$ cat config.mk
export PLATFORM = sky130hd
export DESIGN_NAME = fetch_stage
export DESIGN_NICKNAME = d
export VERILOG_FILES = /design/src/rtl/cpu_pkg.sv /design/src/rtl/if_id_reg.sv /design/src/rtl/fetch_stage.sv
export SDC_FILE = /design/constraint.sdc
export NUM_CORES = 1
export LEC_CHECK = 0
export ABC_AREA = 1
export BUFFER_PORTS_ARGS = -buffer_cell sky130_fd_sc_hd__clkbuf_2
export CAP_MARGIN = 20
export CELL_PAD_IN_SITES_DETAIL_PLACEMENT = 0
export CELL_PAD_IN_SITES_GLOBAL_PLACEMENT = 1
export CORE_MARGIN = 1
export CORE_UTILIZATION = 37
export DETAILED_ROUTE_END_ITERATION = 10
export HOLD_SLACK_MARGIN = 0.06
export PLACE_DENSITY_LB_ADDON = 0.1
export SLEW_MARGIN = 20
export SYNTH_ARGS = -nofsm -noshare
export SYNTH_HDL_FRONTEND = slang
export SYNTH_SLANG_ARGS = --single-unit
$ cat constraint.sdc
create_clock -name clk -period 3.07 [get_ports clk]
set_input_delay 0.4605 -clock clk [delete_from_list [all_inputs] [get_ports clk]]
set_output_delay 0.4605 -clock clk [all_outputs]
set_load 0.05 [all_outputs]
$ cat src/rtl/cpu_pkg.sv
// Shared CPU package: opcode/funct constants,
// instruction field positions and the fetch state type.
package cpu_pkg;

  localparam logic [5:0] OP_RTYPE = 6'b000000;
  localparam logic [5:0] OP_LW    = 6'b100011;
  localparam logic [5:0] OP_SW    = 6'b101011;
  localparam logic [5:0] OP_BEQ   = 6'b000100;

  localparam logic [5:0] FN_ADD = 6'b100000;
  localparam logic [5:0] FN_SUB = 6'b100010;
  localparam logic [5:0] FN_AND = 6'b100100;
  localparam logic [5:0] FN_OR  = 6'b100101;

  localparam int OPC_HI = 31;
  localparam int OPC_LO = 26;
  localparam int RS_HI  = 25;
  localparam int RS_LO  = 21;
  localparam int RT_HI  = 20;
  localparam int RT_LO  = 16;
  localparam int RD_HI  = 15;
  localparam int RD_LO  = 11;
  localparam int FN_HI  = 5;
  localparam int FN_LO  = 0;
  localparam int IMM_HI = 15;
  localparam int IMM_LO = 0;

  typedef enum logic {
    S_FETCH = 1'b0,
    S_HOLD  = 1'b1
  } fetch_state_t;

endpackage

$ cat src/rtl/if_id_reg.sv
// IF/ID pipeline register: load captures a fetched word,
// flush clears only the valid bit, otherwise contents hold.
module if_id_reg #(
  parameter int ADDR_W = 32
) (
  input  logic              clk,
  input  logic              rst,
  input  logic              load,
  input  logic              flush,
  input  logic [31:0]       instr_in,
  input  logic [ADDR_W-1:0] pc_in,
  output logic              valid,
  output logic [31:0]       ir,
  output logic [ADDR_W-1:0] pc,
  output logic [ADDR_W-1:0] pc_plus4
);

  always_ff @(posedge clk) begin
    if (rst) begin
      valid    <= 1'b0;
      ir       <= '0;
      pc       <= '0;
      pc_plus4 <= '0;
    end else if (flush) begin
      valid <= 1'b0;
    end else if (load) begin
      valid    <= 1'b1;
      ir       <= instr_in;
      pc       <= pc_in;
      pc_plus4 <= pc_in + ADDR_W'(4);
    end
  end

endmodule

$ cat src/rtl/fetch_stage.sv
// Instruction fetch stage: PC, imem handshake, IF/ID register.
// Optional FETCH_PERF_CNT_EN adds fetch/stall perf counters.
module fetch_stage
  import cpu_pkg::*;
#(
  parameter int                ADDR_W   = 32,
  parameter logic [ADDR_W-1:0] RESET_PC = '0
) (
  input  logic              clk,
  input  logic              rst,
  output logic              imem_req,
  output logic [ADDR_W-1:0] imem_addr,
  input  logic              imem_ack,
  input  logic [31:0]       imem_rdata,
  input  logic              stall,
  input  logic              redirect,
  input  logic [ADDR_W-1:0] redirect_pc,
  output logic              if_valid,
  output logic [ADDR_W-1:0] if_pc,
  output logic [ADDR_W-1:0] if_pc_plus4,
  output logic [5:0]        opcode,
  output logic [4:0]        rs,
  output logic [4:0]        rt,
  output logic [4:0]        rd,
  output logic [5:0]        funct,
  output logic [15:0]       imm
`ifdef FETCH_PERF_CNT_EN
  ,
  output logic [31:0]       perf_fetch_cnt,
  output logic [31:0]       perf_stall_cnt
`endif
);

  localparam logic [ADDR_W-1:0] ALIGN = ~ADDR_W'(3);
  localparam logic [ADDR_W-1:0] STEP  = ADDR_W'(4);

  fetch_state_t      state, state_nx;
  logic [ADDR_W-1:0] pc, pc_nx;
  logic              load, flush;
  logic [31:0]       ir;

  always_ff @(posedge clk) begin
    if (rst) begin
      state <= S_FETCH;
      pc    <= RESET_PC;
    end else begin
      state <= state_nx;
      pc    <= pc_nx;
    end
  end

  // redirect wins over ack and stall
  always_comb begin
    state_nx = state;
    pc_nx    = pc;
    load     = 1'b0;
    flush    = 1'b0;
    unique case (1'b1)
      redirect: begin
        pc_nx    = redirect_pc & ALIGN;
        flush    = 1'b1;
        state_nx = S_FETCH;
      end
      (!redirect && state == S_FETCH): begin
        if (imem_ack) begin
          load     = 1'b1;
          pc_nx    = pc + STEP;
          state_nx = S_HOLD;
        end
      end
      (!redirect && state == S_HOLD): begin
        if (!stall) begin
          flush    = 1'b1;
          state_nx = S_FETCH;
        end
      end
      default: ;
    endcase
  end

  assign imem_req  = !rst && (state == S_FETCH);
  assign imem_addr = pc;

  if_id_reg #(
    .ADDR_W(ADDR_W)
  ) u_if_id (
    .clk     (clk),
    .rst     (rst),
    .load    (load),
    .flush   (flush),
    .instr_in(imem_rdata),
    .pc_in   (pc),
    .valid   (if_valid),
    .ir      (ir),
    .pc      (if_pc),
    .pc_plus4(if_pc_plus4)
  );

  assign opcode = ir[OPC_HI:OPC_LO];
  assign rs     = ir[RS_HI:RS_LO];
  assign rt     = ir[RT_HI:RT_LO];
  assign rd     = ir[RD_HI:RD_LO];
  assign funct  = ir[FN_HI:FN_LO];
  assign imm    = ir[IMM_HI:IMM_LO];

`ifdef FETCH_PERF_CNT_EN
  logic stall_ev;
  assign stall_ev = (state == S_HOLD && stall)
                  || (imem_req && !imem_ack);

  always_ff @(posedge clk) begin
    if (rst) begin
      perf_fetch_cnt <= '0;
      perf_stall_cnt <= '0;
    end else begin
      if (load && perf_fetch_cnt != '1)
        perf_fetch_cnt <= perf_fetch_cnt + 32'd1;
      if (stall_ev && perf_stall_cnt != '1)
        perf_stall_cnt <= perf_stall_cnt + 32'd1;
    end
  end
`endif

endmodule

==> impl_metrics.json <==
{
  "cts.path.max_buffers": 2,
  "rows": 44,
  "ys_top_cells_by_count": "124 x dfxtp_1, 122 x nor2_1, 108 x o21ai_0, 107 x nand2_1, 66 x inv_1",
  "fmax_mhz": 481,
  "drc": 19,
  "status": "complete, but fails checks",
  "ys_async_sr_fraction_pct": 0,
  "fin_area_um2": 7180,
  "grt_overflow": 0,
  "synthAdderAreaFrac_pct": 0.222,
  "hpwlAfterDp_um": 11300,
  "cts-buffers-inserted": 17,
  "slew_headroom_pct": 50.8,
  "yosysTopAreaCellShare_pct": 44.1,
  "wl_met2_um": 7630,
  "cpMaxStageDelayCell": "buf_4",
  "setup_violations": 0,
  "drive_gt1_share_pct": 28.5,
  "power.leakage_nw": 3.37,
  "synth_compound_area_share_pct": 19.0,
  "synthFlopType": "dfxtp_1",
  "io_pins": 210,
  "drt_iter0_markers": 375,
  "skew_ns": 0.00602,
  "critical_path_arrival_ns": 2.43,
  "endpoint_kind": "flip-flop",
  "core_area_um2": 14700,
  "max_stage_delay_ns": 0.41,
  "ys_types": 29,
  "yosysTopAreaCell": "dfxtp_1",
  "muxShareOfSynthArea_pct": 0,
  "grt_pass1_wl_um": 26500,
  "root_buffer": "clkbuf_16",
  "placed_area_um2": 6600,
  "clk_pin_slew_ns": 0.05,
  "violations": "design-rule violations",
  "yosys_warnings": 0,
  "synthCells": 781,
  "track_usage_pct": 21.4,
  "min_period_ns": 2.08,
  "antennaDiodeCount": 0,
  "min_period_over_period_pct": 67.7,
  "postCtsHoldBufs": 0,
  "fin_cells": 1145,
  "fp.dieW_um": 125,
  "dp_cells": 1114,
  "netlist_area_um2": 5630,
  "max_cap_viol_count": 0,
  "critical_path.top_delay_family": "buffers and inverters",
  "h-tree-depth": 4,
  "fin_tns_setup_ns": 0,
  "worst_hold_startpoint": "imem_rdata[4]",
  "start_kind": "flip-flop",
  "synth_area_leaders": "dfxtp_1 44%, o21ai_0 9.6%, nor2_1 8.1%",
  "finalWeightedCongestion": 0.795,
  "hold_path_class": "in2reg",
  "synth_xor_area_share_pct": 1.24,
  "p_per_area_nw_per_um2": 669,
  "grt_pass1_vias": 5160,
  "io_buffers": 201,
  "cts_setup_buffers": 0,
  "routedWlPerCell_um": 14.3,
  "dieHeight_um": 125,
  "vdd_ir_drop_max_mv": 0.355,
  "syn_area_per_cell_um2": 7.21,
  "crit_type": "reg2reg",
  "cp_num_buf_inv": 3,
  "start_util_pct": 38.3,
  "dr.pass1.iters": 9,
  "rsz0062_at_grt": "false",
  "area_growth_pct": 27.5,
  "clkSinkCount": 124,
  "synth-seq-cells": 124,
  "seq_area_frac_synth_pct": 44.1,
  "crit_fanout": 45,
  "top_layer_used": "met4",
  "nets": 1019,
  "worstMarginPinSlew_ns": 0.738,
  "dieArea_um2": 15700,
  "worstSetupStartpoint": "state",
  "antenna_found_initial": 0,
  "vias": 5623,
  "cp.required_ns": 3.43,
  "finalWirelength_um": 16400,
  "postRouteAntennaNets": 0,
  "routed-wl-met3_um": 1130,
  "maxSlewViolCount": 0,
  "synth_top_family_by_area": "simple AND/OR/NAND/NOR gates",
  "r2r_start": "state",
  "clock_latency_ns": 0.42,
  "cts_tree": "built",
  "synth_edf_count": 0,
  "cts_resized": 0,
  "drt-met1-wl_um": 7500,
  "yosys.area_share.simple_pct": 24.6,
  "synth_most_common_cell": "dfxtp_1",
  "via_per_inst": 4.91,
  "hold_viol_final": 0,
  "path_common_cell": "nor2_2",
  "grt_max_degree": 169,
  "crit_path_cell_trace": "nor2_2, nand2_4, inv_4, nor2_2, inv_2, buf_4, o21ai_0, a21oi_2"
}
sequential cells by signal, indices dropped and copies added, names as in the netlist:
| signal | count |
|---|---|
| u_if_id.valid | 1 |
| u_if_id.pc_plus4 | 30 |
| u_if_id.ir | 32 |
| u_if_id.pc | 30 |
| state | 1 |
| imem_addr | 30 |
worst register-to-register path, stage by stage (launching register included):
cell     delay [ns]
dfxtp_1        0.34
nor2_2         0.19
nand2_4        0.28
inv_4          0.16
nor2_2         0.05
inv_2          0.29
buf_4          0.41
o21ai_0        0.18
a21oi_2        0.12
area by class of cell:
class / instances / area (um^2)
Clock inverter: 6 / 85.1
Clock buffer: 25 / 495
Sequential cell: 124 / 2480
Tap cell: 184 / 230
Inverter: 70 / 265
Timing Repair Buffer: 205 / 1060
Multi-Input combinational cell: 531 / 2560
Fill cell: 1523 / 7520
placed cells by master (no fill, tap or decap), types with 2 or more instances in the layout:
cell	Yosys	routed
clkbuf_2	0	201
dfxtp_1	124	124
nor2_1	122	122
o21ai_0	108	108
nand2_1	107	107
inv_1	66	66
nand3_1	53	53
a21oi_1	50	50
o211ai_1	25	25
clkbuf_16	0	17
or2_2	14	14
nor2_2	9	9
o21ai_1	8	8
xor2_1	8	8
conb_1	1	6
nand2_2	5	5
nor2_4	4	4
clkbuf_1	18	4
clkbuf_8	0	4
inv_2	2	3
a21oi_2	3	3
nand3_2	2	2
o22ai_1	2	2
a31oi_1	2	2
clkinv_2	0	2
clkinvlp_4	0	2
bufinv_16	0	2
buf_4	21	2
buf_12	0	2
final timing paths:
path                        end  slack (ns)  depth (start not counted)
setup reg to reg  imem_addr[26]        0.99                          8
hold reg to reg   u_if_id.valid        0.47                          2
hold / removal    u_if_id.ir[4]        0.30                          3
setup / recovery  imem_addr[26]        0.99                          8
power by group:
| group | leakage [nW] | internal [W] | total (W) | switching (W) |
|---|---|---|---|---|
| clock network | 0.279 | 0.00127 | 0.00198 | 0.000704 |
| registers | 1.02 | 0.00173 | 0.00184 | 0.000105 |
| logic | 2.06 | 0.000234 | 0.000987 | 0.000753 |
stage by stage:
stage / worst slack [ns] / total power, W / hold slack [ns] / utilization, %
floorplan: 1.17 / 0.00263 / 0.505 / -
finish: 0.991 / 0.00480 / 0.297 / 48.8
global placement: 0.818 / 0.00284 / 0.459 / 44.9
global route: 0.749 / 0.00501 / 0.303 / 48.8
CTS: 0.998 / 0.00485 / 0.283 / 48.8
detailed placement: 0.768 / 0.00286 / 0.462 / 44.9
metal layers:
metal,vias up,global-route usage (%)
met2,200,34.0
met5,-,0
met3,14,5.35
li1,2865,-
met1,2544,28.4
met4,0,7.10
cells by family after synthesis:
group | Yosys count
and+or+nand+nor | 318
AOI/OAI and AO/OA | 198
buffers and inverters | 131
DFF | 124
xor gates and xnor gates | 8
adders and majority gates | 1
other | 1
Note: power is estimated with default switching activity, not from simulation.
